===== config.mk =====
export PLATFORM = sky130hd
export DESIGN_NAME = jedro_1_ifu_flat
export DESIGN_NICKNAME = d
export VERILOG_FILES = /design/src/rtl/jedro_1_ifu_pkg.sv /design/src/rtl/jedro_1_ifu_if.sv /design/src/rtl/jedro_1_fifo.sv /design/src/rtl/jedro_1_ifu.sv /design/src/flat_wrapper.sv
export SDC_FILE = /design/constraint.sdc
export NUM_CORES = 1
export LEC_CHECK = 0
export ABC_CLOCK_PERIOD_IN_PS = 19400
export BUFFER_PORTS_ARGS = -buffer_cell sky130_fd_sc_hd__buf_2
export CAP_MARGIN = 20
export CORE_ASPECT_RATIO = 0.5
export CORE_MARGIN = 10
export CORE_UTILIZATION = 55
export CTS_BUF_LIST = sky130_fd_sc_hd__clkbuf_4
export CTS_CLUSTER_DIAMETER = 150
export CTS_CLUSTER_SIZE = 20
export DETAILED_ROUTE_END_ITERATION = 10
export GPL_ROUTABILITY_DRIVEN = 0
export PLACE_DENSITY = 0.78
export SLEW_MARGIN = 0
export SYNTH_ARGS = -nofsm -noshare
export SYNTH_HDL_FRONTEND = slang
export SYNTH_SLANG_ARGS = --single-unit

===== constraint.sdc =====
create_clock -name clk_i -period 19.4 [get_ports clk_i]
set_input_delay 4.85 -clock clk_i [delete_from_list [all_inputs] [get_ports clk_i]]
set_output_delay 4.85 -clock clk_i [all_outputs]
set_load 0.005 [all_outputs]

===== src/rtl/jedro_1_ifu_pkg.sv =====
// Shared constants and types for the jedro_1 instruction fetch unit.
package jedro_1_ifu_pkg;

  // Default instruction/address width and reset PC of the core.
  localparam int unsigned IFU_DATA_WIDTH = 32;
  localparam logic [31:0] IFU_BOOT_ADDR  = 32'h0000_0000;

  // Byte distance between consecutive instruction words.
  localparam int unsigned IFU_PC_STEP = 4;

  // What happens to the memory response seen in the current cycle.
  typedef enum logic [1:0] {
    RESP_NONE    = 2'd0,  // no response, or nothing outstanding to match it
    RESP_DROP    = 2'd1,  // stale response from before a redirect
    RESP_DISCARD = 2'd2,  // response thrown away (redirect this cycle or halted)
    RESP_PUSH    = 2'd3   // response written into the prefetch FIFO
  } resp_act_e;

  // True when the response retires one outstanding request.
  function automatic logic resp_retires(input resp_act_e act);
    logic ret;
    case (act)
      RESP_DROP, RESP_DISCARD, RESP_PUSH: ret = 1'b1;
      RESP_NONE:                          ret = 1'b0;
      default:                            ret = 1'b0;
    endcase
    return ret;
  endfunction

endpackage


===== src/rtl/jedro_1_ifu_if.sv =====
// Instruction memory bus between the fetch unit (master) and memory (slave).
interface jedro_1_ifu_if
  import jedro_1_ifu_pkg::*;
#(
  parameter int unsigned DATA_WIDTH = IFU_DATA_WIDTH
);
  logic                  req;
  logic                  gnt;
  logic [DATA_WIDTH-1:0] addr;
  logic                  rvalid;
  logic [DATA_WIDTH-1:0] rdata;
  logic                  err;

  modport master (
    output req,
    output addr,
    input  gnt,
    input  rvalid,
    input  rdata,
    input  err
  );

  modport slave (
    input  req,
    input  addr,
    output gnt,
    output rvalid,
    output rdata,
    output err
  );
endinterface


===== src/rtl/jedro_1_fifo.sv =====
// Synchronous FIFO with flush; head word is read straight from the storage
// registers so a push is visible on data_o the cycle after it happens.
module jedro_1_fifo #(
  parameter int unsigned WIDTH = 65,
  parameter int unsigned DEPTH = 4,
  localparam int unsigned CNT_W = $clog2(DEPTH + 1)
) (
  input  logic             clk_i,
  input  logic             rstn_i,
  input  logic             push_i,
  input  logic [WIDTH-1:0] data_i,
  input  logic             pop_i,
  input  logic             flush_i,
  output logic [WIDTH-1:0] data_o,
  output logic             full_o,
  output logic             empty_o,
  output logic [CNT_W-1:0] count_o
);

  localparam int unsigned PTR_W = $clog2(DEPTH);

  logic [WIDTH-1:0] mem_q [DEPTH];
  logic [PTR_W-1:0] rd_ptr_q;
  logic [PTR_W-1:0] wr_ptr_q;
  logic [CNT_W-1:0] count_q;
  logic             do_pop_s;
  logic             do_push_s;

  // Qualify push/pop; a push into a full FIFO is legal only alongside a pop.
  always_comb begin
    do_pop_s  = pop_i && (count_q != {CNT_W{1'b0}});
    do_push_s = push_i && ((count_q != CNT_W'(DEPTH)) || do_pop_s);
  end

  // Storage, pointers and occupancy; flush empties the FIFO after any pop.
  always_ff @(posedge clk_i) begin
    if (!rstn_i) begin
      for (int i = 0; i < int'(DEPTH); i++) begin
        mem_q[i] <= {WIDTH{1'b0}};
      end
      rd_ptr_q <= {PTR_W{1'b0}};
      wr_ptr_q <= {PTR_W{1'b0}};
      count_q  <= {CNT_W{1'b0}};
    end else if (flush_i) begin
      rd_ptr_q <= {PTR_W{1'b0}};
      wr_ptr_q <= {PTR_W{1'b0}};
      count_q  <= {CNT_W{1'b0}};
    end else begin
      if (do_push_s) begin
        mem_q[wr_ptr_q] <= data_i;
        wr_ptr_q        <= wr_ptr_q + PTR_W'(1);
      end
      if (do_pop_s) begin
        rd_ptr_q <= rd_ptr_q + PTR_W'(1);
      end
      count_q <= count_q + CNT_W'(do_push_s) - CNT_W'(do_pop_s);
    end
  end

  assign data_o  = mem_q[rd_ptr_q];
  assign full_o  = (count_q == CNT_W'(DEPTH));
  assign empty_o = (count_q == {CNT_W{1'b0}});
  assign count_o = count_q;

endmodule


===== src/rtl/jedro_1_ifu.sv =====
// jedro_1 instruction fetch unit: keeps several fetches in flight, buffers
// returned words with their PCs, handles redirects and bus errors.
module jedro_1_ifu
  import jedro_1_ifu_pkg::*;
#(
  parameter int unsigned           DATA_WIDTH      = IFU_DATA_WIDTH,
  parameter logic [DATA_WIDTH-1:0] BOOT_ADDR       = DATA_WIDTH'(IFU_BOOT_ADDR),
  parameter int unsigned           FIFO_DEPTH      = 4,
  parameter int unsigned           MAX_OUTSTANDING = 2
) (
  input  logic                  clk_i,
  input  logic                  rstn_i,
  jedro_1_ifu_if.master         instr_bus,
  input  logic                  jmp_i,
  input  logic [DATA_WIDTH-1:0] jmp_addr_i,
  output logic                  dec_valid_o,
  input  logic                  dec_ready_i,
  output logic [DATA_WIDTH-1:0] dec_instr_o,
  output logic [DATA_WIDTH-1:0] dec_pc_o,
  output logic                  dec_err_o
);

  localparam int unsigned CNT_W = $clog2(FIFO_DEPTH + 1);
  localparam int unsigned SUM_W = CNT_W + 1;
  localparam int unsigned ENT_W = 2 * DATA_WIDTH + 1;
  localparam logic [DATA_WIDTH-1:0] STEP = DATA_WIDTH'(IFU_PC_STEP);
  localparam logic [DATA_WIDTH-1:0] ALIGN_MASK = {{(DATA_WIDTH-2){1'b1}}, 2'b00};

  // Architectural state
  logic [DATA_WIDTH-1:0] fetch_pc_q, fetch_pc_d;
  logic [DATA_WIDTH-1:0] resp_pc_q, resp_pc_d;
  logic [CNT_W-1:0]      outstanding_q, outstanding_d;
  logic [CNT_W-1:0]      drop_cnt_q, drop_cnt_d;
  logic                  halted_q, halted_d;
  logic                  req_q, req_d;
  logic [DATA_WIDTH-1:0] addr_q, addr_d;

  // Per-cycle decode
  resp_act_e             resp_act_s;
  logic                  grant_s;
  logic                  pop_s;
  logic                  push_s;
  logic                  credit_s;
  logic [CNT_W-1:0]      fifo_cnt_next_s;
  logic [DATA_WIDTH-1:0] jmp_tgt_s;

  // FIFO connections
  logic [ENT_W-1:0]      fifo_din_s;
  logic [ENT_W-1:0]      fifo_dout_s;
  logic                  fifo_full_s;
  logic                  fifo_empty_s;
  logic [CNT_W-1:0]      fifo_count_s;

  assign grant_s   = req_q && instr_bus.gnt;
  assign pop_s     = !fifo_empty_s && dec_ready_i;
  assign jmp_tgt_s = jmp_addr_i & ALIGN_MASK;

  // Classify the incoming response: stale, thrown away, or buffered.
  always_comb begin
    resp_act_s = RESP_NONE;
    if (!instr_bus.rvalid || (outstanding_q == {CNT_W{1'b0}})) begin
      resp_act_s = RESP_NONE;
    end else if (drop_cnt_q != {CNT_W{1'b0}}) begin
      resp_act_s = RESP_DROP;
    end else if (jmp_i || halted_q || (fifo_full_s && !pop_s)) begin
      // The full-FIFO guard cannot trigger while the credit rule holds.
      resp_act_s = RESP_DISCARD;
    end else begin
      resp_act_s = RESP_PUSH;
    end
  end

  // Next-state for counters, PCs, halt flag and the registered request.
  always_comb begin
    push_s          = (resp_act_s == RESP_PUSH);
    outstanding_d   = outstanding_q + CNT_W'(grant_s)
                      - CNT_W'(resp_retires(resp_act_s));
    fetch_pc_d      = fetch_pc_q;
    resp_pc_d       = resp_pc_q;
    drop_cnt_d      = drop_cnt_q;
    halted_d        = halted_q;
    fifo_cnt_next_s = fifo_count_s;
    if (jmp_i) begin
      // Everything still in flight after this cycle belongs to the old stream.
      fetch_pc_d      = jmp_tgt_s;
      resp_pc_d       = jmp_tgt_s;
      drop_cnt_d      = outstanding_d;
      halted_d        = 1'b0;
      fifo_cnt_next_s = {CNT_W{1'b0}};
    end else begin
      fetch_pc_d      = fetch_pc_q + (grant_s ? STEP : {DATA_WIDTH{1'b0}});
      resp_pc_d       = resp_pc_q + (push_s ? STEP : {DATA_WIDTH{1'b0}});
      drop_cnt_d      = drop_cnt_q - CNT_W'(resp_act_s == RESP_DROP);
      halted_d        = halted_q || (push_s && instr_bus.err);
      fifo_cnt_next_s = fifo_count_s + CNT_W'(push_s) - CNT_W'(pop_s);
    end

    // Responses still to be buffered plus buffered words must fit the FIFO.
    credit_s = !halted_d
               && (outstanding_d < CNT_W'(MAX_OUTSTANDING))
               && ((SUM_W'(outstanding_d - drop_cnt_d) + SUM_W'(fifo_cnt_next_s))
                   < SUM_W'(FIFO_DEPTH));

    if (jmp_i) begin
      req_d = credit_s;
    end else if (req_q && !grant_s) begin
      // An issued request is held with its address until it is granted.
      req_d = 1'b1;
    end else begin
      req_d = credit_s;
    end
    addr_d = fetch_pc_d;
  end

  // State registers, synchronous active-low reset.
  always_ff @(posedge clk_i) begin
    if (!rstn_i) begin
      fetch_pc_q    <= BOOT_ADDR;
      resp_pc_q     <= BOOT_ADDR;
      outstanding_q <= {CNT_W{1'b0}};
      drop_cnt_q    <= {CNT_W{1'b0}};
      halted_q      <= 1'b0;
      req_q         <= 1'b0;
      addr_q        <= BOOT_ADDR;
    end else begin
      fetch_pc_q    <= fetch_pc_d;
      resp_pc_q     <= resp_pc_d;
      outstanding_q <= outstanding_d;
      drop_cnt_q    <= drop_cnt_d;
      halted_q      <= halted_d;
      req_q         <= req_d;
      addr_q        <= addr_d;
    end
  end

  assign instr_bus.req  = req_q;
  assign instr_bus.addr = addr_q;

  // Entry layout: {instruction, pc, error}
  assign fifo_din_s = {instr_bus.rdata, resp_pc_q, instr_bus.err};

  jedro_1_fifo #(
    .WIDTH (ENT_W),
    .DEPTH (FIFO_DEPTH)
  ) u_fifo (
    .clk_i   (clk_i),
    .rstn_i  (rstn_i),
    .push_i  (push_s),
    .data_i  (fifo_din_s),
    .pop_i   (pop_s),
    .flush_i (jmp_i),
    .data_o  (fifo_dout_s),
    .full_o  (fifo_full_s),
    .empty_o (fifo_empty_s),
    .count_o (fifo_count_s)
  );

  assign dec_valid_o = !fifo_empty_s;
  assign dec_instr_o = fifo_dout_s[ENT_W-1 -: DATA_WIDTH];
  assign dec_pc_o    = fifo_dout_s[DATA_WIDTH:1];
  assign dec_err_o   = fifo_dout_s[0];

endmodule


===== src/flat_wrapper.sv =====
// flat-port wrapper written by rule: the top's interface ports become plain ports
module jedro_1_ifu_flat import jedro_1_ifu_pkg::*;
#(
  parameter int unsigned           DATA_WIDTH      = IFU_DATA_WIDTH,
  parameter logic [DATA_WIDTH-1:0] BOOT_ADDR       = DATA_WIDTH'(IFU_BOOT_ADDR),
  parameter int unsigned           FIFO_DEPTH      = 4,
  parameter int unsigned           MAX_OUTSTANDING = 2
)
  (clk_i, rstn_i, jmp_i, jmp_addr_i, dec_valid_o, dec_ready_i, dec_instr_o, dec_pc_o, dec_err_o, instr_bus_req, instr_bus_addr, instr_bus_gnt, instr_bus_rvalid, instr_bus_rdata, instr_bus_err);
  jedro_1_ifu_if #(.DATA_WIDTH(DATA_WIDTH)) instr_bus_i ();
  input  logic clk_i;
  input  logic rstn_i;
  input  logic jmp_i;
  input  logic [DATA_WIDTH-1:0] jmp_addr_i;
  output logic dec_valid_o;
  input  logic dec_ready_i;
  output logic [DATA_WIDTH-1:0] dec_instr_o;
  output logic [DATA_WIDTH-1:0] dec_pc_o;
  output logic dec_err_o;
  output wire logic [$bits(instr_bus_i.req)-1:0] instr_bus_req;
  output wire logic [$bits(instr_bus_i.addr)-1:0] instr_bus_addr;
  input wire logic [$bits(instr_bus_i.gnt)-1:0] instr_bus_gnt;
  input wire logic [$bits(instr_bus_i.rvalid)-1:0] instr_bus_rvalid;
  input wire logic [$bits(instr_bus_i.rdata)-1:0] instr_bus_rdata;
  input wire logic [$bits(instr_bus_i.err)-1:0] instr_bus_err;
  assign instr_bus_req = instr_bus_i.req;
  assign instr_bus_addr = instr_bus_i.addr;
  assign instr_bus_i.gnt = instr_bus_gnt;
  assign instr_bus_i.rvalid = instr_bus_rvalid;
  assign instr_bus_i.rdata = instr_bus_rdata;
  assign instr_bus_i.err = instr_bus_err;
  jedro_1_ifu #(.DATA_WIDTH(DATA_WIDTH), .BOOT_ADDR(BOOT_ADDR), .FIFO_DEPTH(FIFO_DEPTH), .MAX_OUTSTANDING(MAX_OUTSTANDING)) u_core (.clk_i(clk_i), .rstn_i(rstn_i), .instr_bus(instr_bus_i), .jmp_i(jmp_i), .jmp_addr_i(jmp_addr_i), .dec_valid_o(dec_valid_o), .dec_ready_i(dec_ready_i), .dec_instr_o(dec_instr_o), .dec_pc_o(dec_pc_o), .dec_err_o(dec_err_o));
endmodule

==> results by group, run 1 <==
Status
  • Status: completed

Clocking
  • Post-cts hold buffer count: 0
  • Clock Pin Slew Worst Setup and Hold Paths: around 0.21 ns
  • Clock root cell: clkbuf_4
  • CTS max path bufs: 3
  • Cts repair resizes: 0
  • Post-CTS Setup Bufs: 0
  • CTS Buf Count: 20
  • CTS tree: yes
  • TritonCTS Sinks: around 330
  • Latest clock arrival within the worst-skew pair: ~0.7 ns
  • H-Tree Depth: 1

Power
  • Total Power: around 1.3 mW
  • Power density cells: just over 80 nW/um2
  • P_leak: about 6.3 nW
  • Worst VDD drop: 0.0000459 V

Critical path
  • Worst path bufs/invs: 4
  • Worst Path Arrival: between 8 and 9 ns
  • Reg-to-reg endpoint: u_core.instr_bus.req
  • CP endpoint kind: register
  • Reg2Reg Setup Slack: 15.25 ns
  • CP max FO: 43
  • WP depth: 16
  • CP Launch Type: input port
  • Reg2reg start: u_core.u_fifo.count_o[1]
  • R2R depth: 15
  • Data required time at the worst endpoint: roughly 20 ns
  • Critical Path Source: jmp_i
  • Delay-heaviest family, CP: adder cells
  • Critical path, cell by cell: buf_2 > nor2_1 > nand4_1 > ha_1 > inv_1 > ha_1 > inv_1 > fa_1 > or2_2 > fa_1 > inv_1 > ha_1 > or4bb_1 > a21oi_1 > a32oi_1 > o31ai_1
  • Max stage delay cell, worst path: buf_2
  • Critical Path End: u_core.instr_bus.req
  • Max incr delay on CP: approximately 0.6 ns
  • Setup Crit Path Kind: in2reg

STA
  • Clock skew: approximately 0.033 ns
  • Tightest Pin Transition: 0.997 ns
  • Final Hold Fails: 0
  • Min Tclk post-route: approximately 8 ns
  • F_max: around 120 MHz
  • Setup TNS: 0 ns
  • Final setup fails: 0
  • Final Max Slew Viols: 0
  • Crit share post-route: between 40% and 50%
  • Rel. slew slack: between 30 and 40%
  • RSZ-0062 raised after global routing: no

Yosys
  • Yosys cell types: 56
  • Compound-Gate Fraction of Synth Area: roughly 5.3%
  • Synth Area in Simple Gates: between 10% and 20%
  • Syn avg cell area: about 13 um2
  • Post-synthesis instance total: between 1000 and 1500
  • Post-synth top flop: edfxtp_1
  • Xor/xnor share of the synthesized area: 1.68%
  • Synthesis-stage register bit count: 329
  • Post-synth ARST share: 0%
  • Mux cell area share after synthesis: about a tenth
  • Post-synthesis sequential area ratio: around 60%
  • Synth warnings: 0
  • Largest family of logic cells by synthesized area: simple AND/OR/NAND/NOR gates
  • Synthesized area: roughly 15000 um2
  • Post-synthesis adder-cell area fraction: between 1.5 and 2%
  • EDFF count, synth: 252

Layout
  • Share of cells above drive strength 1: 22.7%
  • Most common cell after layout, fill and taps aside: edfxtp_1
  • Fin nets: between 1000 and 1500
  • Most frequent cells in the layout: edfxtp_1 (252), and2_1 (194), buf_2 (163), dfxtp_1 (75), and3_1 (71)
  • Area Overhead vs Synth: 8.64%

Run
  • MaxCap Viol Count: 0

GRT
  • GRT Total Usage: about a fifth
  • First-pass GRT wire length: roughly 55 mm
  • Gr ovfl total: 0
  • Vias in the first global route: slightly below 10000
  • Antenna violations before repair: 3
  • Pin count of the biggest net entering global routing: 79

Routing
  • Drt first-iter violations: between 900 and 1000
  • Post-DRT Antenna Nets: 0
  • Vias per cell: just over 6
  • Per-cell routed wire length: 22.1 um
  • Pre-antenna DRT Iters: 5
  • Routed Wire Length: 35.7 mm
  • Drt drc: 0
  • Total vias in the final route: between 9000 and 10000

Die
  • Die ar.: around 35000 um2
  • Die X: ~250 um
  • Core Box Area: around 27000 um2
  • Starting density of the core: 56.6%
  • Die H: ~140 um
  • Num rows: 42
  • Io pins: 170

Min path
  • Worst hold path class: reg2reg

Placement
  • HPWL Detailed: 22.4 mm
  • PortBufs: 163
[flip-flops by register name, summed over array words and instances (netlist names), 2 cells and up, named ones only]
name,flops
u_core.u_fifo.count_o,3
u_core.u_fifo.wr_ptr_q,2
u_core.drop_cnt_q,3
u_core.fetch_pc_q,30
u_core.resp_pc_q,30
u_core.u_fifo.rd_ptr_q,2
u_core.u_fifo.mem_q,252
u_core.outstanding_q,3
[metrics by stage]
step / setup WS (ns) / utilization (%) / instance area (um2) / instances / hold slack, ns
3_3_place_gp: 10.60 / 60.6 / 16200 / 1582 / 0.500
3_5_place_dp: 10.55 / 60.6 / 16200 / 1582 / 0.516
5_1_grt: 11.09 / 61.5 / 16400 / 1613 / 0.562
4_1_cts: 11.34 / 61.4 / 16400 / 1609 / 0.540
6_report: 11.26 / 61.5 / 16400 / 1613 / 0.545
2_1_floorplan: 8.78 / - / 15100 / 1140 / 0.464
[report_power, final]
group | internal (mW) | switching, mW | leakage, nW
registers | 0.810 | 0.0308 | 3.24
clock network | 0.0627 | 0.202 | 0.127
logic | 0.0997 | 0.133 | 2.91
[Yosys cell counts, drive strengths merged, types with 2 or more instances]
master,instances,area [um2]
nor3,22,120
and2,194,1210
buf,24,125
or4,13,97.6
dfxtp,77,1540
a211oi,12,90.1
o31ai,12,90.1
inv,21,78.8
nor2,30,113
xor2,14,123
and3,71,444
or3,7,43.8
edfxtp,252,7570
mux4,63,1420
o21ai,38,190
and4,20,175
or2,2,12.5
ha,15,188
nor4,11,96.3
o311a,3,30.0
a311oi,4,35.0
a31o,2,17.5
a31oi,17,106
nand2b,2,12.5
clkbuf,61,229
o31a,4,35.0
nand3,26,130
nand2,32,120
fa,5,100
a21oi,28,140
xnor2,15,131
nand4,21,165
nor2b,4,25.0
a21o,2,15.0
[tightest hold or removal path, delay by kind of cell (launching register included)]
| kind | cells | cell delay, ns |
|---|---|---|
| flops | 1 | 0.37 |
| simple gates | 1 | 0.09 |
| compound gates | 1 | 0.07 |
[final cells by class]
| class | instances | area (um2) |
|---|---|---|
| sequential | 329 | 9120 |
| tap | 352 | 440 |
| timing repair buffer | 176 | 921 |
| clock inverter | 1 | 16.3 |
| fill | 2053 | 10300 |
| inverter | 22 | 82.6 |
| multi-input combinational | 704 | 5660 |
| clock buffer | 26 | 195 |
| antenna | 3 | 7.51 |
[cells by family (layout without fill, tap and decap cells)]
| logic type | count (synthesis) | after routing |
|---|---|---|
| simple gates | 459 | 459 |
| flops | 329 | 329 |
| compound gates | 128 | 128 |
| buf+inv | 107 | 225 |
| mux | 64 | 64 |
| xor+xnor | 29 | 29 |
| fa+ha+maj | 20 | 20 |
| other cells | 1 | 7 |
[per-layer routing]
layer  part of all wire, %  global-route usage (%)
met1                    42                    26.8
met5                     0                       0
met3                   7.2                    3.46
met4                   1.7                    4.11
met2                    49                    33.9
[worst min-delay path by stage]
stage,slack [ns],cells past startpoint,startpoint,to
floorplan,0.46,1,u_core.halted_q,u_core.halted_q
global placement,0.50,1,u_core.halted_q,u_core.halted_q
detailed placement,0.52,2,u_core.instr_bus.req,u_core.instr_bus.req
CTS,0.54,2,u_core.instr_bus.req,u_core.instr_bus.req
global route,0.56,2,u_core.instr_bus.req,u_core.instr_bus.req
finish,0.54,2,u_core.instr_bus.req,u_core.instr_bus.req
(Power assumes the default switching activity.)
==> inputs of run 2 (changes only) <==
- ABC_AREA: not set -> 1
- ABC_CLOCK_PERIOD_IN_PS: 19400 -> 7800
- PLACE_DENSITY: 0.78 -> 0.77
- clock period: 19.4 -> 7.8 ns (I/O delays scaled with it)
==> run 2 against run 1 <==
Effect of this change: non-clock buffer count unchanged; highest routed layer unchanged; via count increased by 20%; critical endpoint is now dec_instr_o[19]; total power increased by 150%.
==> results by group, run 2 <==
Status
  • Status: completed

Clocking
  • Clock root cell: clkbuf_4
  • Post-CTS Setup Bufs: 0 (unchanged)
  • CTS Buf Count: 20 (unchanged)
  • Latest clock arrival within the worst-skew pair: 0.73 ns (+0.03 ns)
  • TritonCTS Sinks: 329 (unchanged)
  • Cts repair resizes: 0 (unchanged)
  • Clock Pin Slew Worst Setup and Hold Paths: 0.20 ns (about the same)
  • CTS tree: yes
  • CTS max path bufs: 3 (unchanged)
  • Post-cts hold buffer count: 0 (unchanged)
  • H-Tree Depth: 1 (unchanged)

Critical path
  • CP max FO: 68 (+58%)
  • Data required time at the worst endpoint: 5.85 ns (-14.18 ns)
  • Max stage delay cell, worst path: clkinv_2
  • Reg-to-reg endpoint: u_core.instr_bus.req
  • CP Launch Type: register
  • Setup Crit Path Kind: reg2out
  • Worst Path Arrival: 3.68 ns (-5.08 ns)
  • Critical path, cell by cell: clkinv_2 > buf_4 > o21ai_0 > o22ai_1 > buf_2
  • Max incr delay on CP: 0.92 ns (+0.32 ns)
  • R2R depth: 19 (+4)
  • Reg2reg start: u_core.outstanding_q[1]
  • Reg2Reg Setup Slack: 3.96 ns (-11.29 ns)
  • CP endpoint kind: output pin

Layout
  • Final instance area: 16800 um2 (+2.1%)
  • Non-Filler Instances: 2167 (+34%)
  • Largest register by flop count: u_core.u_fifo.mem_q
  • Most common cell after layout, fill and taps aside: nor2_1
  • Max FFs per register: 252 (unchanged)
  • Fin nets: 1870 (+39%)
  • Share of cells above drive strength 1: 16.3% (-6.4 points)
  • Largest regs: u_core.u_fifo.mem_q (252), u_core.fetch_pc_q (30), u_core.resp_pc_q (30)
  • Layout Utilization: 60.5% (-1.0 points)
  • Area Overhead vs Synth: 7.98%
  • Most frequent cells in the layout: nor2_1 (391), nand2_1 (277), edfxtp_1 (252), buf_2 (163), o21ai_0 (152)

Yosys
  • Most instantiated cells after synthesis: nor2_1 (392), nand2_1 (280), edfxtp_1 (252), o21ai_0 (154), inv_1 (133)
  • Syn avg cell area: 9.35 um2 (-30%)
  • Synthesis-stage register bit count: 329 (unchanged)
  • Post-synthesis sequential area ratio: 58.6% (-1.6 points)
  • Top-count cell post-synth: nor2_1
  • EDFF count, synth: 252 (unchanged)
  • Top post-synthesis cells by area: edfxtp_1 (49%), dfxtp_1 (9.9%), nor2_1 (9.5%), nand2_1 (6.8%), o21ai_0 (5.0%)
  • Yosys cell types: 37 (-34%)
  • Post-synthesis instance total: 1662 (+46%)
  • Area leader, netlist: edfxtp_1
  • Synth warnings: 0 (unchanged)
  • Post-synth ARST share: 0% (unchanged)
  • Synthesized area: 15500 um2 (+2.7%)
  • Post-synth top flop: edfxtp_1
  • Share of the synthesized area in the top cell type: 48.7% (-1.3 points)

GRT
  • Antenna violations before repair: 1 (-2)
  • Gr ovfl total: 0 (unchanged)
  • First-pass GRT wire length: 60.3 mm (+10%)
  • GRT Total Usage: 20.7% (+0.74 points)
  • Pin count of the biggest net entering global routing: 69 (-13%)
  • Vias in the first global route: 11600 (+17%)

Die
  • Io pins: 170 (unchanged)
  • Num rows: 43 (+2.4%)
  • Starting density of the core: 56.0% (-0.58 points)
  • Core Box Area: 27800 um2 (+3.8%)
  • Die X: 258 um (+1.2%)
  • Die ar.: 35800 um2 (+2.4%)
  • Die H: 139 um (+1.2%)

Routing
  • Post-DRT Antenna Nets: 0 (unchanged)
  • Total vias in the final route: 11800 (+20%)
  • Routed Wire Length: 37.8 mm (+6.1%)
  • Vias per cell: 5.44 (-11%)
  • Drt drc: 0 (unchanged)
  • Per-cell routed wire length: 17.5 um (-21%)
  • Drt first-iter violations: 1133 (+17%)
  • Pre-antenna DRT Iters: 7 (+2)

STA
  • Min Tclk post-route: between 5 and 6 ns
  • Crit share post-route: about 72%
  • Final Hold Fails: 0 (unchanged)
  • PnR worst setup slack: 2.17 ns (-9.10 ns)
  • RSZ-0062 raised after global routing: no
  • Final Max Slew Viols: 0 (unchanged)
  • Setup TNS: 0 ns (unchanged)
  • Rel. slew slack: 31.6% (-2.0 points)
  • Clock skew: 0.0288 ns (-0.00409 ns)
  • F_max: approximately 180 MHz
  • Tightest Pin Transition: 1.03 ns (+0.0296 ns)
  • Final setup fails: 0 (unchanged)

Min path
  • Worst hold start: u_core.u_fifo.rd_ptr_q[1]
  • Worst hold path class: reg2reg
  • Hold path depth: 2 (unchanged)

Power
  • P_leak: 7.46 nW (+19%)
  • Worst VDD drop: 0.000134 V (+190%)
  • Power density cells: 196 nW/um2 (+140%)

Placement
  • Setup WS pre-CTS: 2.38 ns (-8.17 ns)
  • PortBufs: 163 (unchanged)
  • Cell Area, Placed: 16600 um2 (+2.3%)
  • HPWL Detailed: 24.0 mm (+7.1%)
  • Placed insts: 2139 (+35%)

Run
  • MaxCap Viol Count: 0 (unchanged)
[run 2: cell count changes in the layout (fill, tap and decap cells not counted), sizes merged, moves of 13 or more]
| cell | delta |
|---|---|
| nor2 | +394 |
| and4 | -20 |
| o21ai | +116 |
| nand2 | +290 |
| and2 | -193 |
| nand3b | +16 |
| a21oi | -16 |
| mux4 | -63 |
| or4 | -13 |
| o22ai | +77 |
| inv | +113 |
| and3 | -70 |
| a31oi | -16 |
[run 2: kinds of logic after synthesis]
logic type / synth area share, %
AND/OR/NAND/NOR: 23.2
other: 0.0241
XOR/XNOR: 1.69
flip-flops: 58.6
buffers and inverters: 5.98
AO/OA/AOI/OAI: 8.61
adder cells (fa/ha/maj): 1.85
[run 2: layout make-up]
type / instances / area (um2)
sequential: 329 / 9110
inverter: 137 / 515
timing repair buffer: 176 / 913
clock inverter: 1 / 16.3
multi-input combinational: 1115 / 5550
antenna: 1 / 2.50
tap: 382 / 478
fill: 2386 / 11000
clock buffer: 26 / 195
[run 2: worst max-delay path by stage]
stage / end / cells after the start / slack, ns / from
after floorplan: u_core.u_fifo.mem_q[0][0] / 6 / 0.26 / jmp_i
after global placement: u_core.instr_bus.req / 20 / 2.45 / instr_bus_rvalid
after detailed placement: u_core.instr_bus.req / 20 / 2.38 / instr_bus_rvalid
after CTS: dec_err_o / 5 / 2.10 / register
after global routing: dec_instr_o[17] / 5 / 1.84 / register
final: dec_instr_o[19] / 5 / 2.17 / register
[run 2: metrics by stage]
step           hold WS (ns)  total power, mW
3_3_place_gp          0.449             2.65
5_1_grt               0.528             3.45
3_5_place_dp          0.451             2.66
6_report              0.473             3.29
4_1_cts               0.475             3.31
2_1_floorplan         0.436             2.47
[run 2: routing by layer]
layer	GRT usage [%]	share of wire (%)	wire (um)
met3	3.40	7.3	2750
met1	27.1	42	16000
met2	35.1	48	18200
met5	0	0	0
met4	5.51	2.4	899
[run 2: critical path, delay by kind of cell (launching register included)]
family | cells | cell delay [ns]
AOI/OAI and AO/OA | 2 | 0.37
DFF | 1 | 0.84
buffers and inverters | 3 | 1.69
[run 2: report_power, final]
group          internal, mW  switching (mW)  leakage, nW
Clock                 0.156           0.507        0.127
Sequential             2.00          0.0598         3.24
Combinational         0.210           0.353         4.09
Total                  2.37           0.920         7.46
==> inputs of run 3 (changes only) <==
- ABC_AREA: 1 -> 0
- ABC_CLOCK_PERIOD_IN_PS: 7800 -> 5300
- PLACE_DENSITY: 0.77 -> 0.78
- clock period: 7.8 -> 5.3 ns (I/O delays scaled with it)
==> run 3 against run 2 <==
Effect of this change: count of clock-buffer cells in the layout unchanged; clock power up 46%; worst hold slack better by 0.042 ns; setup slack worse by 1.3 ns; first-iteration DRC count down 13%; design area down 1.9%; clock skew up 0.015 ns; largest cell class unchanged; total power up 49%; critical path type is now in2reg; global-route usage down 0.51 points; via count down 16%.
==> results by group, run 3 (synthesis results as in run 1) <==
Die
  • Die ar.: 34900 um2 (-2.4%)
  • Starting density of the core: 56.6% (+0.58 points)
  • Io pins: 170 (unchanged)
  • Die H: 137 um (-1.1%)
  • Core Box Area: 26700 um2 (-3.7%)
  • Num rows: 42 (-2.3%)
  • Die X: 255 um (-1.2%)

Critical path
  • CP endpoint kind: register
  • R2R depth: 15 (-4)
  • Max incr delay on CP: 0.51 ns (-0.41 ns)
  • Data required time at the worst endpoint: 5.92 ns (+0.07 ns)
  • Reg2Reg Setup Slack: 1.14 ns (-2.82 ns)
  • Critical path, cell by cell: buf_2 > or4b_4 > nand4_1 > ha_1 > inv_1 > ha_1 > inv_1 > fa_1 > or2_2 > fa_1 > inv_1 > ha_1 > or4bb_1 > a21oi_1 > a32oi_1 > o31ai_1
  • Delay-heaviest family, CP: adder cells
  • CP Launch Type: input port
  • Reg-to-reg endpoint: u_core.instr_bus.req
  • Setup Crit Path Kind: in2reg
  • Worst Path Arrival: 5.01 ns (+1.33 ns)
  • Reg2reg start: u_core.u_fifo.count_o[1]
  • Max stage delay cell, worst path: or4b_4
  • CP max FO: 2 (-97%)
  • Worst path bufs/invs: 4 (+1)

STA
  • Tightest Pin Transition: 1.00 ns (-0.0218 ns)
  • Final Hold Fails: 0 (unchanged)
  • RSZ-0062 raised after global routing: no
  • Final setup fails: 0 (unchanged)
  • Crit share post-route: about 83%
  • Min Tclk post-route: between 4 and 5 ns
  • Rel. slew slack: 33.0% (+1.5 points)
  • PnR worst setup slack: 0.905 ns (-1.26 ns)
  • F_max: approximately 230 MHz
  • Final Max Slew Viols: 0 (unchanged)
  • Clock skew: 0.0434 ns (+0.0146 ns)

Power
  • Comb power frac: 17.5% (+0.4 points)
  • Power density cells: 298 nW/um2 (+52%)
  • Clock power frac: 19.7% (-0.5 points)
  • Sw Share: 27.4% (-0.60 points)
  • Internal: 3.56 mW (+51%)
  • Seq pwr share: 62.8% (about the same)
  • P_sw: 1.35 mW (+46%)
  • P_leak: 6.30 nW (-16%)
  • Worst VDD drop: 0.000188 V (+41%)
  • Total Power: 4.91 mW (+49%)

Clocking
  • CTS Buf Count: 20 (unchanged)
  • CTS tree: yes
  • Latest clock arrival within the worst-skew pair: 0.69 ns (-0.04 ns)
  • Cts repair resizes: 0 (unchanged)
  • Post-CTS Setup Bufs: 0 (unchanged)
  • TritonCTS Sinks: 329 (unchanged)
  • Clock root cell: clkbuf_4
  • H-Tree Depth: 1 (unchanged)
  • Clock Pin Slew Worst Setup and Hold Paths: 0.20 ns (about the same)
  • CTS max path bufs: 3 (unchanged)
  • Post-cts hold buffer count: 0 (unchanged)

Layout
  • Largest register by flop count: u_core.u_fifo.mem_q
  • Fill cells: 2062 (-14%)
  • Most frequent cells in the layout: edfxtp_1 (252), and2_1 (194), buf_2 (163), dfxtp_1 (75), and3_1 (71)
  • Max FFs per register: 252 (unchanged)
  • Most common cell after layout, fill and taps aside: edfxtp_1
  • Fin nets: 1348 (-28%)
  • Largest regs: u_core.u_fifo.mem_q (252), u_core.fetch_pc_q (30), u_core.resp_pc_q (30)
  • Share of cells above drive strength 1: 23.0% (+6.7 points)
  • Area Overhead vs Synth: 8.84%

Placement
  • PortBufs: 163 (unchanged)
  • Setup WS pre-CTS: 0.215 ns (-2.17 ns)
  • HPWL Detailed: 22.5 mm (-6.4%)

GRT
  • Antenna violations before repair: 1 (unchanged)
  • Pin count of the biggest net entering global routing: 66 (-4.3%)
  • First-pass GRT wire length: 55.5 mm (-7.9%)
  • GRT Total Usage: 20.2% (-0.51 points)
  • Vias in the first global route: 10100 (-13%)
  • Gr ovfl total: 0 (unchanged)

Run
  • MaxCap Viol Count: 0 (unchanged)

Min path
  • Hold path depth: 2 (unchanged)
  • Hold Path End: u_core.instr_bus.req
  • Worst hold start: u_core.instr_bus.req
  • Worst hold path class: reg2reg

Status
  • Status: completed

Routing
  • Total vias in the final route: 9915 (-16%)
  • Drt drc: 0 (unchanged)
  • Pre-antenna DRT Iters: 5 (-2)
  • Post-DRT Antenna Nets: 0 (unchanged)
  • Vias per cell: 6.14 (+13%)
  • Per-cell routed wire length: 22.2 um (+27%)
  • Drt first-iter violations: 984 (-13%)
  • Routed Wire Length: 35.8 mm (-5.4%)
==> run 3: stage by stage <==
stage          area, um2  hold slack, ns  setup TNS (ns)  utilization (%)  std cells
2_1_floorplan      15200           0.464           -7.77                -       1140
3_3_place_gp       16300           0.487               0             60.8       1587
3_5_place_dp       16300           0.492               0             60.8       1587
4_1_cts            16500           0.515               0             61.6       1614
5_1_grt            16500           0.547               0             61.6       1615
6_report           16500           0.516               0             61.6       1615
==> run 3: area by class of cell <==
type                            count  area [um2]  share of cell area (%)
Inverter                           22        82.6                   0.501
Clock buffer                       26         195                    1.19
Antenna cell                        1        2.50                  0.0152
Clock inverter                      1        16.3                  0.0988
Timing Repair Buffer              180         956                    5.80
Tap cell                          352         440                    2.67
Sequential cell                   329        9120                    55.4
Multi-Input combinational cell    704        5660                    34.4
==> run 3: worst max path at each step <==
stage                startpoint                   endpoint  slack (ns)  cells past startpoint
floorplan                 jmp_i  u_core.u_fifo.mem_q[1][0]       -0.12                      6
detailed placement  dec_ready_i       u_core.instr_bus.req        0.21                     16
global route        dec_ready_i       u_core.instr_bus.req        0.81                     16
global placement    dec_ready_i       u_core.instr_bus.req        0.27                     16
finish              dec_ready_i       u_core.instr_bus.req        0.90                     16
CTS                 dec_ready_i       u_core.instr_bus.req        0.94                     16
==> run 3: layer usage <==
metal | wire [um] | global-route usage, % | vias up
met5 | 0 | 0 | -
met4 | 592 | 4.67 | 0
met3 | 2780 | 3.44 | 33
met2 | 17800 | 34.5 | 389
met1 | 14600 | 26.8 | 4986
li1 | - | - | 4507
==> run 3: power by group through the flow <==
stage                     Combinational (mW)  Sequential [mW]  Clock, mW
after detailed placement               0.855             3.14          0
after global placement                 0.827             3.12          0
after floorplan                        0.564             3.09          0
final                                  0.858             3.08      0.969
after global routing                   0.936             3.11       1.07
after CTS                              0.861             3.08      0.981
==> run 3: worst register-to-register path, cell delays in order, from the launching register on <==
cell	delay (ns)
dfxtp_1	0.43
or4b_4	0.59
nand4_1	0.11
ha_1	0.22
inv_1	0.05
ha_1	0.13
inv_1	0.05
fa_1	0.43
or2_2	0.30
fa_1	0.49
inv_1	0.04
ha_1	0.25
or4bb_1	0.51
a21oi_1	0.19
a32oi_1	0.08
o31ai_1	0.22
